--- config.mk ---
export PLATFORM = sky130hd
export DESIGN_NAME = cpumc_bus_arbiter
export DESIGN_NICKNAME = d
export VERILOG_FILES = /design/src/rtl/cpumc_bus_arbiter.sv
export SDC_FILE = /design/constraint.sdc
export NUM_CORES = 1
export LEC_CHECK = 0
export BUFFER_PORTS_ARGS = -buffer_cell sky130_fd_sc_hd__buf_4
export CAP_MARGIN = 15
export CELL_PAD_IN_SITES_DETAIL_PLACEMENT = 1
export CELL_PAD_IN_SITES_GLOBAL_PLACEMENT = 2
export CORE_UTILIZATION = 15
export CTS_BUF_LIST = sky130_fd_sc_hd__clkbuf_4 sky130_fd_sc_hd__clkbuf_8 sky130_fd_sc_hd__clkbuf_16
export CTS_CLUSTER_DIAMETER = 60
export CTS_CLUSTER_SIZE = 40
export DETAILED_ROUTE_END_ITERATION = 6
export GPL_ROUTABILITY_DRIVEN = 1
export PLACE_DENSITY_LB_ADDON = 0.1
export SYNTH_ARGS = -nofsm -noshare
export SYNTH_HDL_FRONTEND = slang
export SYNTH_SLANG_ARGS = --single-unit
--- constraint.sdc ---
create_clock -name clk_in -period 2.02 [get_ports clk_in]
set_input_delay 0 -clock clk_in [delete_from_list [all_inputs] [get_ports clk_in]]
set_output_delay 0 -clock clk_in [all_outputs]
set_load 0.1 [all_outputs]
--- src/rtl/cpumc_bus_arbiter.sv ---
// Request/grant arbiter for the CPU memory bus: rp2a03 (default), hci debugger, SD loader.
// Optional stall-cycle statistics are compiled in with CPUMC_ARB_STATS_EN.
module cpumc_bus_arbiter #(
    parameter int LDR_MAX_CYCLES = 256,
    parameter int CNT_W          = 16
) (
    input  logic             clk_in,
    input  logic             rst_in,
    input  logic [15:0]      cpu_a_in,
    input  logic             cpu_r_nw_in,
    input  logic [7:0]       cpu_d_in,
    output logic [7:0]       cpu_d_out,
    output logic             cpu_rdy_out,
    input  logic             hci_req_in,
    output logic             hci_gnt_out,
    input  logic [15:0]      hci_a_in,
    input  logic             hci_r_nw_in,
    input  logic [7:0]       hci_d_in,
    output logic [7:0]       hci_d_out,
    input  logic             ldr_req_in,
    output logic             ldr_gnt_out,
    input  logic [15:0]      ldr_a_in,
    input  logic             ldr_r_nw_in,
    input  logic [7:0]       ldr_d_in,
    output logic [7:0]       ldr_d_out,
    input  logic [7:0]       mem_d_in,
    output logic [15:0]      mem_a_out,
    output logic             mem_r_nw_out,
    output logic [7:0]       mem_d_out,
    output logic [1:0]       owner_out,
    output logic [CNT_W-1:0] stall_cnt_out
);

    // Encoding doubles as the owner_out code.
    typedef enum logic [1:0] {
        ST_CPU  = 2'd0,
        ST_HCI  = 2'd1,
        ST_LDR  = 2'd2,
        ST_TURN = 2'd3
    } state_t;

    localparam int TEN_W = $clog2(LDR_MAX_CYCLES + 1);
    localparam logic [TEN_W-1:0] TEN_LAST = TEN_W'(LDR_MAX_CYCLES - 1);

    state_t           r_state;
    state_t           w_state_next;
    logic [TEN_W-1:0] r_tenure;

    always_ff @(posedge clk_in or posedge rst_in) begin
        if (rst_in) begin
            r_state <= ST_CPU;
        end else begin
            r_state <= w_state_next;
        end
    end

    // Counts loader cycles spent while hci is waiting; cleared whenever hci is not waiting.
    always_ff @(posedge clk_in or posedge rst_in) begin
        if (rst_in) begin
            r_tenure <= '0;
        end else if (r_state == ST_LDR && hci_req_in && w_state_next == ST_LDR) begin
            r_tenure <= r_tenure + TEN_W'(1);
        end else begin
            r_tenure <= '0;
        end
    end

    always_comb begin
        w_state_next = r_state;
        mem_a_out    = cpu_a_in;
        mem_r_nw_out = cpu_r_nw_in;
        mem_d_out    = cpu_d_in;
        cpu_d_out    = 8'h00;
        hci_d_out    = 8'h00;
        ldr_d_out    = 8'h00;
        cpu_rdy_out  = 1'b0;
        hci_gnt_out  = 1'b0;
        ldr_gnt_out  = 1'b0;
        case (r_state)
            ST_CPU: begin
                cpu_rdy_out = 1'b1;
                cpu_d_out   = mem_d_in;
                if (hci_req_in || ldr_req_in) begin
                    w_state_next = ST_TURN;
                end
            end
            ST_TURN: begin
                // Dead bus cycle: a read of address 0 so nobody can write.
                mem_a_out    = 16'h0000;
                mem_r_nw_out = 1'b1;
                mem_d_out    = 8'h00;
                if (hci_req_in) begin
                    w_state_next = ST_HCI;
                end else if (ldr_req_in) begin
                    w_state_next = ST_LDR;
                end else begin
                    w_state_next = ST_CPU;
                end
            end
            ST_HCI: begin
                hci_gnt_out  = 1'b1;
                hci_d_out    = mem_d_in;
                mem_a_out    = hci_a_in;
                mem_r_nw_out = hci_r_nw_in;
                mem_d_out    = hci_d_in;
                if (!hci_req_in) begin
                    w_state_next = ST_TURN;
                end
            end
            ST_LDR: begin
                ldr_gnt_out  = 1'b1;
                ldr_d_out    = mem_d_in;
                mem_a_out    = ldr_a_in;
                mem_r_nw_out = ldr_r_nw_in;
                mem_d_out    = ldr_d_in;
                if (!ldr_req_in || (hci_req_in && r_tenure == TEN_LAST)) begin
                    w_state_next = ST_TURN;
                end
            end
            default: w_state_next = ST_CPU;
        endcase
    end

    assign owner_out = r_state;

`ifdef CPUMC_ARB_STATS_EN
    logic [CNT_W-1:0] r_stall_cnt;

    always_ff @(posedge clk_in or posedge rst_in) begin
        if (rst_in) begin
            r_stall_cnt <= '0;
        end else if (r_state != ST_CPU && r_stall_cnt != {CNT_W{1'b1}}) begin
            r_stall_cnt <= r_stall_cnt + CNT_W'(1);
        end
    end

    assign stall_cnt_out = r_stall_cnt;
`else
    assign stall_cnt_out = '0;
`endif

endmodule

=== Word level (Yosys, flattened, before mapping) ===
Cells that the tools add are included.

* Add/sub/neg operators: 1
* Equality and inequality tests: 5
* Reductions and logical operators: 7
* Mux-type cells: 16

{| class="wikitable"
|+ Operators by type and width
! operator !! count
|-
| 16-bit one-hot mux with 3 select lines || 1
|-
| 8-bit two-way mux || 3
|-
| 8-bit one-hot mux with 3 select lines || 1
|-
| 2-bit two-way mux || 5
|-
| 9-bit by 1-bit adder with 9-bit output, second input constant || 1
|-
| 9-bit by 8-bit equality test with 1-bit output, second input constant || 1
|-
| 9-bit two-way mux || 1
|-
| 2-bit one-hot mux with 4 select lines || 1
|-
| 2-bit equality test, second input constant || 3
|-
| 1-bit logical AND || 3
|-
| 1-bit two-way mux || 3
|-
| 1-bit one-hot mux with 3 select lines || 1
|-
| 2-bit by 1-bit equality test with 1-bit output, second input constant || 1
|-
| 2-bit zero test || 1
|-
| 1-bit logical OR || 2
|-
| 1-bit zero test || 1
|}

* Input port bits: 87
* Bits in registers: 11
* Logic and storage cells: 31
* Output and inout port bits: 70

=== Depth between registers and ports, before layout ===
Gate-level depths: netlist (run 1).

* Depth after elaboration: 8
* Gate-level depth with buffers: 7
* Mapped depth without buffers: 7

=== Least setup slack after synthesis (run 1) ===
Ideal clock, no wire load.

* Kind: register to output
* From: register r_state[1], in the netlist owner_out[1]
* To: output mem_a_out[10]
* Arrival: 3616 ps
* Stages on the path, launching flop included: 5
* Buffers on the path: 2
* Required time: 2020 ps
* Setup slack: -1596 ps
* Cell sequence: dfrtp_1 buf_4 buf_2 mux2i_1 o21ai_0

* Word-level cells in the longest chain between the ends: 2
* Elaborated cells between the ends (all ways): 4
* Classes of those cells: 3 x eq/ne; 1 x mux

{| class="wikitable"
|+ Ends and longest elaborated chain
! item !! RTL line !! source
|-
| from (decl) || 45 || <nowiki>state_t r_state;</nowiki>
|-
| from (signal assigned) || 53 || <nowiki>r_state <= w_state_next;</nowiki>
|-
| 2-bit equality test or 2-bit by 1-bit equality test with 1-bit output (tied branches) || 79 || <nowiki>case (r_state)</nowiki>
|-
| 16-bit one-hot mux with 3 select lines * || 79 ||
|-
| to (decl) || 27 || <nowiki>output logic [15:0] mem_a_out,</nowiki>
|}

Every way passes the cells marked *; elsewhere a longest branch is shown, timed or not.

=== Worst setup path after layout (run 1) ===
* From: register r_state[0], in the netlist owner_out[0]
* To: output mem_d_out[4]

* Word-level cells in the longest chain between the ends: 2
* Elaborated cells between the ends (all ways): 4
* Classes of those cells: 3 x eq/ne; 1 x mux

{| class="wikitable"
|+ Ends and longest elaborated chain
! item !! RTL line !! source
|-
| 2-bit equality test or 2-bit by 1-bit equality test with 1-bit output (tied branches) || 79 ||
|-
| 8-bit one-hot mux with 3 select lines * || 79 ||
|-
| to (decl) || 29 || <nowiki>output logic [7:0] mem_d_out,</nowiki>
|}

Marks and branches as above.

==> impl_metrics.yaml, run 1 <==
synth:
  synth.ff_latch_count: 11
  postSynth.asyncResetShare: 1.00
  synth_flop_cell: "sky130_fd_sc_hd__dfrtp_1"
  synth.cell_area_mm2: 0.00137
  syn_inst: 184
  ys_seq_area_frac: 0.201
  syn_area_per_cell_um2: 7.43
  yosysWarnings: 0
  yosysUniqueCellTypes: 29
  edff_count_synth: 0
sta:
  fin_worst_hold_slack_ns: 0.0685
  min_period_ns: 1.69
  number_of_hold_slack_violations_in_the_final_timing_report: 0
  period_share: 0.838
  fin_worst_skew_ns: 0.00240
  fmax_mhz: 591
  grt_setup_unrepaired: "no"
  setup-tns-final_ns: 0
  finalMaxSlewViolations: 0
  timing.final.setup_violations: 0
drt:
  iteration_0_drc_count_of_the_detailed_router: 18
  routedWlPerCell_um: 14.1
  antenna_violating_nets_post_route: 0
  drc: 0
  detail_route.vias_per_cell: 4.04
  post_detailed_routing_wire_length_um: 6120
  drtPass1Iterations: 2
  dr_total_vias: 1748
die:
  floorplan.rows: 34
  dieWidth_um: 97.4
  fp.dieArea_mm2: 0.00949
  chipHeight_um: 97.4
  effective_utilization_at_floorplan: 0.156
  floorplan.core_area_mm2: 0.00876
  num_io_pins: 157
setup_path:
  crit_path_end_kind: "output pin"
  cp_data_required_time_ns: 2.02
  critPathKind: "flop to output pin"
  critical_path.max_stage_delay_ns: 0.42
  critical_path.cell_chain: "nor2b_2, buf_4, nand2_1, o21ai_4, buf_4"
  crit_path_top_delay_cell: "sky130_fd_sc_hd__dfrtp_2"
  worstPathArrival_ns: 1.69
  cell_mode_on_critical_path: "sky130_fd_sc_hd__buf_4"
  critical_path.max_fanout: 28
  worst_setup_path_start_kind: "flop"
run_status:
  run_status: "complete, no violations"
global_route:
  antenna_found_initial: 0
  via_count_of_the_first_global_routing_pass: 1841
  maximum_number_of_pins_on_one_net_before_global_route_repair: 29
  grt_use_total: 0.125
  use_met1: 0.136
  global_route.usage.met3: 0.0273
  grt.busiest_layer: "met2"
  grt_pass1_wl_um: 9630
  fraction_of_met2_tracks_used_by_global_routing: 0.251
  grt.overflow.total: 0
clock_network:
  cts_tree: "built"
  cts-root-buf: "sky130_fd_sc_hd__clkbuf_8"
  clk-insertion-delay-late_ns: 0.24
  clk_transition_reported_paths_ns: 0.05
  tritoncts_num_sinks: 11
  clock_tree.buffer_depth: 2
  cts_max_level: 1
  cts_post_setup_buffers_inserted: 0
  cts_made_buffers: 3
power_and_ir_drop:
  share_clk_of_total_power: 0.051
  swShare: 0.711
  max-vdd-ir-drop_v: 0.000411
  design_power_total_mw: 4.63
  power.internal_mw: 1.34
  combinationalPowerShare: 0.893
  power-per-cell-area_mw_per_mm2: 1640
  pwr-share-seq: 0.057
  power.leakage_nw: 1.42
  net-switching-power_mw: 3.29
flow_run:
  maxCapViolCount: 0
cells_and_area:
  fin_nets: 415
  fillerInstances: 1070
  multi_input_area_mm2: 0.00122
  insertedDiodeCount: 0
  synthToLayoutAreaGrowth_pct: 107
  seq_area_um2: 278
  fraction_of_layout_cells_with_a_size_suffix_above_1: 0.615
place:
  buffer_ports.inserted: 140
  gp_congestion: 0.706
  detailed_place_hpwl_um: 5140
min_path:
  hold_path.class: "input pin to flop"
==> flip-flops by register name (all words and copies together) (netlist names) <==
register / cells
owner_out: 2
r_tenure: 9
==> cell families (layout without fill, tap and decap cells) <==
| family | after synthesis | in the layout | share of synthesized area |
|---|---|---|---|
| compound gates | 36 | 36 | 0.143 |
| flops | 11 | 11 | 0.201 |
| xor+xnor | 3 | 3 | 0.0192 |
| buf+inv | 34 | 160 | 0.156 |
| other cells | 1 | 16 | 0.00274 |
| simple gates | 73 | 73 | 0.284 |
| mux | 24 | 24 | 0.176 |
| fa+ha+maj | 2 | 2 | 0.0183 |
==> stage by stage <==
stage / cells / util / cell area (µm²) / setup WS (ns)
finish: 433 / 0.322 / 2830 / 0.327
global route: 433 / 0.322 / 2830 / 0.213
CTS: 433 / 0.322 / 2830 / 0.285
detailed placement: 428 / 0.316 / 2770 / 0.500
global placement: 428 / 0.316 / 2770 / 0.501
floorplan: 199 / - / 1710 / 0.0166
==> cell usage after synthesis, drive strengths merged, types with 2 or more instances <==
| cell | instances | area [µm²] |
|---|---|---|
| a21oi | 5 | 28.8 |
| and2 | 24 | 150 |
| buf | 25 | 179 |
| clkbuf | 2 | 7.51 |
| dfrtp | 11 | 275 |
| ha | 2 | 25.0 |
| inv | 7 | 26.3 |
| mux2i | 24 | 240 |
| nand2 | 26 | 97.6 |
| nand3 | 4 | 20.0 |
| nand4 | 2 | 33.8 |
| nor2 | 8 | 30.0 |
| nor2b | 3 | 21.3 |
| nor3 | 2 | 10.0 |
| o21ai | 27 | 135 |
| or3 | 3 | 18.8 |
| xor2 | 2 | 17.5 |
==> power groups by stage <==
stage | clock (mW) | combinational, mW | sequential, mW
6_report | 0.234 | 4.14 | 0.262
5_1_grt | 0.256 | 4.28 | 0.266
3_5_place_dp | 0 | 4.17 | 0.266
4_1_cts | 0.247 | 4.18 | 0.263
2_1_floorplan | 0 | 3.31 | 0.356
3_3_place_gp | 0 | 4.17 | 0.265
==> critical path, delay by kind of cell (launching register included) <==
kind,cells,cell delay (ns)
and+or+nand+nor,2,0.32
AOI/OAI and AO/OA,1,0.07
buffers and inverters,2,0.62
DFF,1,0.42
==> final cells by class <==
| type | count | share of cell area |
|---|---|---|
| flip-flops and latches | 11 | 0.0983 |
| well taps | 108 | 0.0478 |
| repair buffers | 149 | 0.397 |
| inverters | 7 | 0.00930 |
| clock buffers | 4 | 0.0173 |
| multi-input cells | 154 | 0.430 |
==> layer usage <==
metal	vias to the layer above	routed length [µm]
li1	871	-
met1	818	2240
met2	57	3480
met3	2	370
met4	0	34
met5	-	0
==> worst paths after layout <==
kind | startpoint | to | depth (start not counted) | slack, ns
min | hci_req_in | owner_out[0] | 2 | 0.07
min reg2reg | r_tenure[0] | r_tenure[0] | 1 | 0.50
min in group asynchronous | rst_in | r_tenure[2] | 3 | 0.35
max reg2reg | r_tenure[0] | owner_out[0] | 7 | 0.50
max in group asynchronous | rst_in | owner_out[0] | 3 | 1.34
max | owner_out[0] | mem_d_out[4] | 5 | 0.33
==> placed cells by master, fill, tap and decap left out, types with 4 or more instances in the layout <==
cell	instances
sky130_fd_sc_hd__buf_4	148
sky130_fd_sc_hd__nand2_1	26
sky130_fd_sc_hd__mux2i_1	24
sky130_fd_sc_hd__o21ai_4	19
sky130_fd_sc_hd__conb_1	16
sky130_fd_sc_hd__dfrtp_1	9
sky130_fd_sc_hd__and2_1	8
sky130_fd_sc_hd__and2_2	8
sky130_fd_sc_hd__and2_4	8
sky130_fd_sc_hd__inv_1	7
sky130_fd_sc_hd__nor2_1	7
sky130_fd_sc_hd__o21ai_2	5
sky130_fd_sc_hd__nand3_1	4
==> repair_timing <==
item	CTS	global route
resized for setup	0	0
hold endpoints to repair	11	0
hold buffers	1	0
Power figures use the tool's default switching activity.
==> inputs of run 2 (changes only) <==
--- a/config.mk
+++ b/config.mk
@@ -5,11 +5,12 @@
 export SDC_FILE = /design/constraint.sdc
 export NUM_CORES = 1
 export LEC_CHECK = 0
+export ABC_AREA = 1
 export BUFFER_PORTS_ARGS = -buffer_cell sky130_fd_sc_hd__buf_4
 export CAP_MARGIN = 15
 export CELL_PAD_IN_SITES_DETAIL_PLACEMENT = 1
 export CELL_PAD_IN_SITES_GLOBAL_PLACEMENT = 2
-export CORE_UTILIZATION = 15
+export CORE_UTILIZATION = 12
 export CTS_BUF_LIST = sky130_fd_sc_hd__clkbuf_4 sky130_fd_sc_hd__clkbuf_8 sky130_fd_sc_hd__clkbuf_16
 export CTS_CLUSTER_DIAMETER = 60
 export CTS_CLUSTER_SIZE = 40
==> constraint.sdc (replaced) <==
create_clock -name clk_in -period 1.5 [get_ports clk_in]
set_input_delay 0 -clock clk_in [delete_from_list [all_inputs] [get_ports clk_in]]
set_output_delay 0 -clock clk_in [all_outputs]
set_load 0.1 [all_outputs]
==> run 2 against run 1 <==
- the run now ends with negative setup slack left
- critical path depth up 1
- critical endpoint unchanged
- combinational power is 100% higher
- total power rose by 96%
- worst setup slack got worse by 0.39 ns
- clock power rose by 31%
==> impl_metrics.yaml, run 2 <==
run_status:
  run_status: "finished, violations left"
  violated_checks: "negative setup slack"
synth:
  post-synth-top-area-cell: "sky130_fd_sc_hd__nand2_1"
  syn_inst: 232
  yosysUniqueCellTypes: 19
  syn_area_per_cell_um2: 5.60
  synth_flop_cell: "sky130_fd_sc_hd__dfrtp_1"
  postSynth.asyncResetShare: 1.00
  edff_count_synth: 0
  post-synth-top-count-cell: "sky130_fd_sc_hd__nand2_1"
  post_synth_main_area_contributors: "sky130_fd_sc_hd__nand2_1 26%, sky130_fd_sc_hd__dfrtp_1 21%, sky130_fd_sc_hd__nor2_1 12%, sky130_fd_sc_hd__nand3_1 12%, sky130_fd_sc_hd__buf_4 9.8%"
  ys_seq_area_frac: 0.212
  synth.cell_area_mm2: 0.00130
  post_synth_most_frequent_cells: "90 x sky130_fd_sc_hd__nand2_1, 41 x sky130_fd_sc_hd__nor2_1, 30 x sky130_fd_sc_hd__nand3_1, 18 x sky130_fd_sc_hd__inv_1, 17 x sky130_fd_sc_hd__buf_4"
  synth.ff_latch_count: 11
  yosysWarnings: 0
  yosys.area.top_type_share: 0.260
drt:
  iteration_0_drc_count_of_the_detailed_router: 51
  drtPass1Iterations: 3
  detail_route.vias_per_cell: 3.88
  antenna_violating_nets_post_route: 0
  post_detailed_routing_wire_length_um: 7560
  drc: 0
  dr_total_vias: 2084
  routedWlPerCell_um: 14.1
setup_path:
  critical_path.reg2reg.startpoint: "r_tenure[1]"
  cp_data_required_time_ns: 1.50
  worst_setup_path_start_kind: "flop"
  worst_r2r_endpoint: "r_tenure[0]"
  worstPathArrival_ns: 1.56
  crit_path_end_kind: "output pin"
  regToRegSetupSlack_ns: 0.03
  worst_r2r_path_depth: 8
  critical_path.max_fanout: 5
  critPathKind: "flop to output pin"
sta:
  fmax_mhz: 639
  finalMaxSlewViolations: 0
  setup-tns-final_ns: -0.820
  fin_worst_skew_ns: 0.00113
  period_share: 1.04
  timing.final.setup_violations: 25
  setup_ws_ns: -0.0646
  grt_setup_unrepaired: "yes"
  min_period_ns: 1.56
  number_of_hold_slack_violations_in_the_final_timing_report: 0
place:
  gp_congestion: 0.681
  detailed_place_hpwl_um: 5400
  dpl_worst_slack_ns: -0.0277
  buffer_ports.inserted: 140
  placed_cells: 515
die:
  fp.dieArea_mm2: 0.0112
  floorplan.rows: 37
  dieWidth_um: 106
  floorplan.core_area_mm2: 0.0104
  effective_utilization_at_floorplan: 0.125
  num_io_pins: 157
  chipHeight_um: 106
cells_and_area:
  leading_cell_types_in_the_layout_fill_and_taps_excluded: "108 x sky130_fd_sc_hd__buf_4, 45 x sky130_fd_sc_hd__buf_12, 40 x sky130_fd_sc_hd__nand2_4, 32 x sky130_fd_sc_hd__nand2_1, 28 x sky130_fd_sc_hd__nor2_4"
  post_layout_nonfiller_instances: 537
  fin_nets: 491
  largest_register_ffs: 9
  seq_area_um2: 283
  largest-register: "r_tenure"
  most_common_cell_after_layout_fill_and_taps_aside: "sky130_fd_sc_hd__buf_4"
  fillerInstances: 1191
  multi_input_area_mm2: 0.00170
  insertedDiodeCount: 0
  fraction_of_layout_cells_with_a_size_suffix_above_1: 0.753
  synthToLayoutAreaGrowth_pct: 234
clock_network:
  cts_made_buffers: 3
  tritoncts_num_sinks: 11
  cts-root-buf: "sky130_fd_sc_hd__clkbuf_8"
  clk-insertion-delay-late_ns: 0.23
  clock_tree.buffer_depth: 2
  cts_max_level: 1
  cts_tree: "built"
  clk_transition_reported_paths_ns: 0.05
power_and_ir_drop:
  share_clk_of_total_power: 0.034
  max-vdd-ir-drop_v: 0.00101
  power.leakage_nw: 2.20
  net-switching-power_mw: 5.59
  combinationalPowerShare: 0.924
  power.internal_mw: 3.47
  swShare: 0.617
  pwr-share-seq: 0.042
  power-per-cell-area_mw_per_mm2: 2090
global_route:
  maximum_number_of_pins_on_one_net_before_global_route_repair: 20
  grt_pass1_wl_um: 10900
  grt.overflow.total: 0
  via_count_of_the_first_global_routing_pass: 2121
  antenna_found_initial: 0
  grt_use_total: 0.121
min_path:
  timing.hold.worst.start: "hci_req_in"
  min_delay_path_depth: 3
  worst_hold_path.endpoint: "owner_out[0]"
  hold_path.class: "input pin to flop"
flow_run:
  maxCapViolCount: 0
==> run 2: cell count changes in the layout (fill, tap and decap cells not counted), moves of 13 or more <==
cell and delta:
sky130_fd_sc_hd__nand2_2 +17, sky130_fd_sc_hd__buf_12 +45, sky130_fd_sc_hd__nand3_4 +22, sky130_fd_sc_hd__buf_6 +13, sky130_fd_sc_hd__o21ai_4 -19, sky130_fd_sc_hd__mux2i_1 -24, sky130_fd_sc_hd__nor2_4 +27, sky130_fd_sc_hd__nand2_4 +40
sky130_fd_sc_hd__buf_4 -40
==> run 2: worst max-delay path by stage <==
stage	from	end	slack (ns)
finish	owner_out[0]	mem_d_out[4]	-0.06
global route	owner_out[0]	mem_d_out[4]	-0.14
CTS	owner_out[0]	mem_a_out[7]	-0.09
detailed placement	r_tenure[0]	r_tenure[2]	-0.03
global placement	r_tenure[1]	r_tenure[7]	0.03
floorplan	owner_out[1]	ldr_d_out[0]	-0.08
==> run 2: worst max-delay path, cell delays in order, from the launching register on <==
cell                        delay [ns]
sky130_fd_sc_hd__dfrtp_4          0.51
sky130_fd_sc_hd__nor2_4           0.20
sky130_fd_sc_hd__buf_6            0.15
sky130_fd_sc_hd__clkbuf_16        0.16
sky130_fd_sc_hd__nand2_4          0.05
sky130_fd_sc_hd__nand3_4          0.08
sky130_fd_sc_hd__buf_12           0.17
==> run 2: cell families (layout without fill, tap and decap cells) <==
family / after synthesis / after routing / synth area share
adder cells (fa/ha/maj): 2 / 2 / 0.0193
flip-flops: 11 / 11 / 0.212
buffers and inverters: 45 / 199 / 0.204
XOR/XNOR: 3 / 3 / 0.0202
other: 1 / 16 / 0.00289
AND/OR/NAND/NOR: 165 / 165 / 0.521
AO/OA/AOI/OAI: 5 / 5 / 0.0202
==> run 2: metal layers <==
layer  track usage  routed length (µm)  up-vias
li1              -                   -     1020
met1         0.148                3010      975
met2         0.222                3990       87
met3        0.0258                 554        2
met4        0.0119                   8        0
met5             0                   0        -
==> run 2: repair_timing <==
item                                   in CTS  in global routing
pin swaps                                   7                 16
hold buffers                                1                  0
gates cloned                                3                  6
setup endpoints to repair                  47                 53
resized for setup                         129                102
endpoints found under the hold margin      11                  0
buffers inserted                            8                  4
==> run 2: final cells by class <==
type | count | area share
Sequential cell | 11 | 0.0651
Clock buffer | 4 | 0.0112
Multi-Input combinational cell | 191 | 0.392
Timing Repair Buffer | 173 | 0.465
Inverter | 22 | 0.0274
Tap cell | 136 | 0.0392
==> run 2: power by group through the flow <==
stage	Combinational (mW)	Sequential (mW)	Clock, mW
finish	8.38	0.380	0.307
global route	8.64	0.386	0.339
CTS	7.70	0.379	0.320
detailed placement	6.24	0.399	0
global placement	6.23	0.398	0
floorplan	4.93	0.536	0
==> run 2: through the flow <==
step | instance area [µm²] | total power, mW | hold WS (ns) | utilization
floorplan | 1950 | 5.47 | -0.148 | -
global placement | 3140 | 6.63 | 0.0234 | 0.301
detailed placement | 3140 | 6.64 | 0.0267 | 0.301
CTS | 3850 | 8.40 | 0.0635 | 0.369
global route | 4340 | 9.37 | 0.0789 | 0.417
finish | 4340 | 9.06 | 0.0702 | 0.417
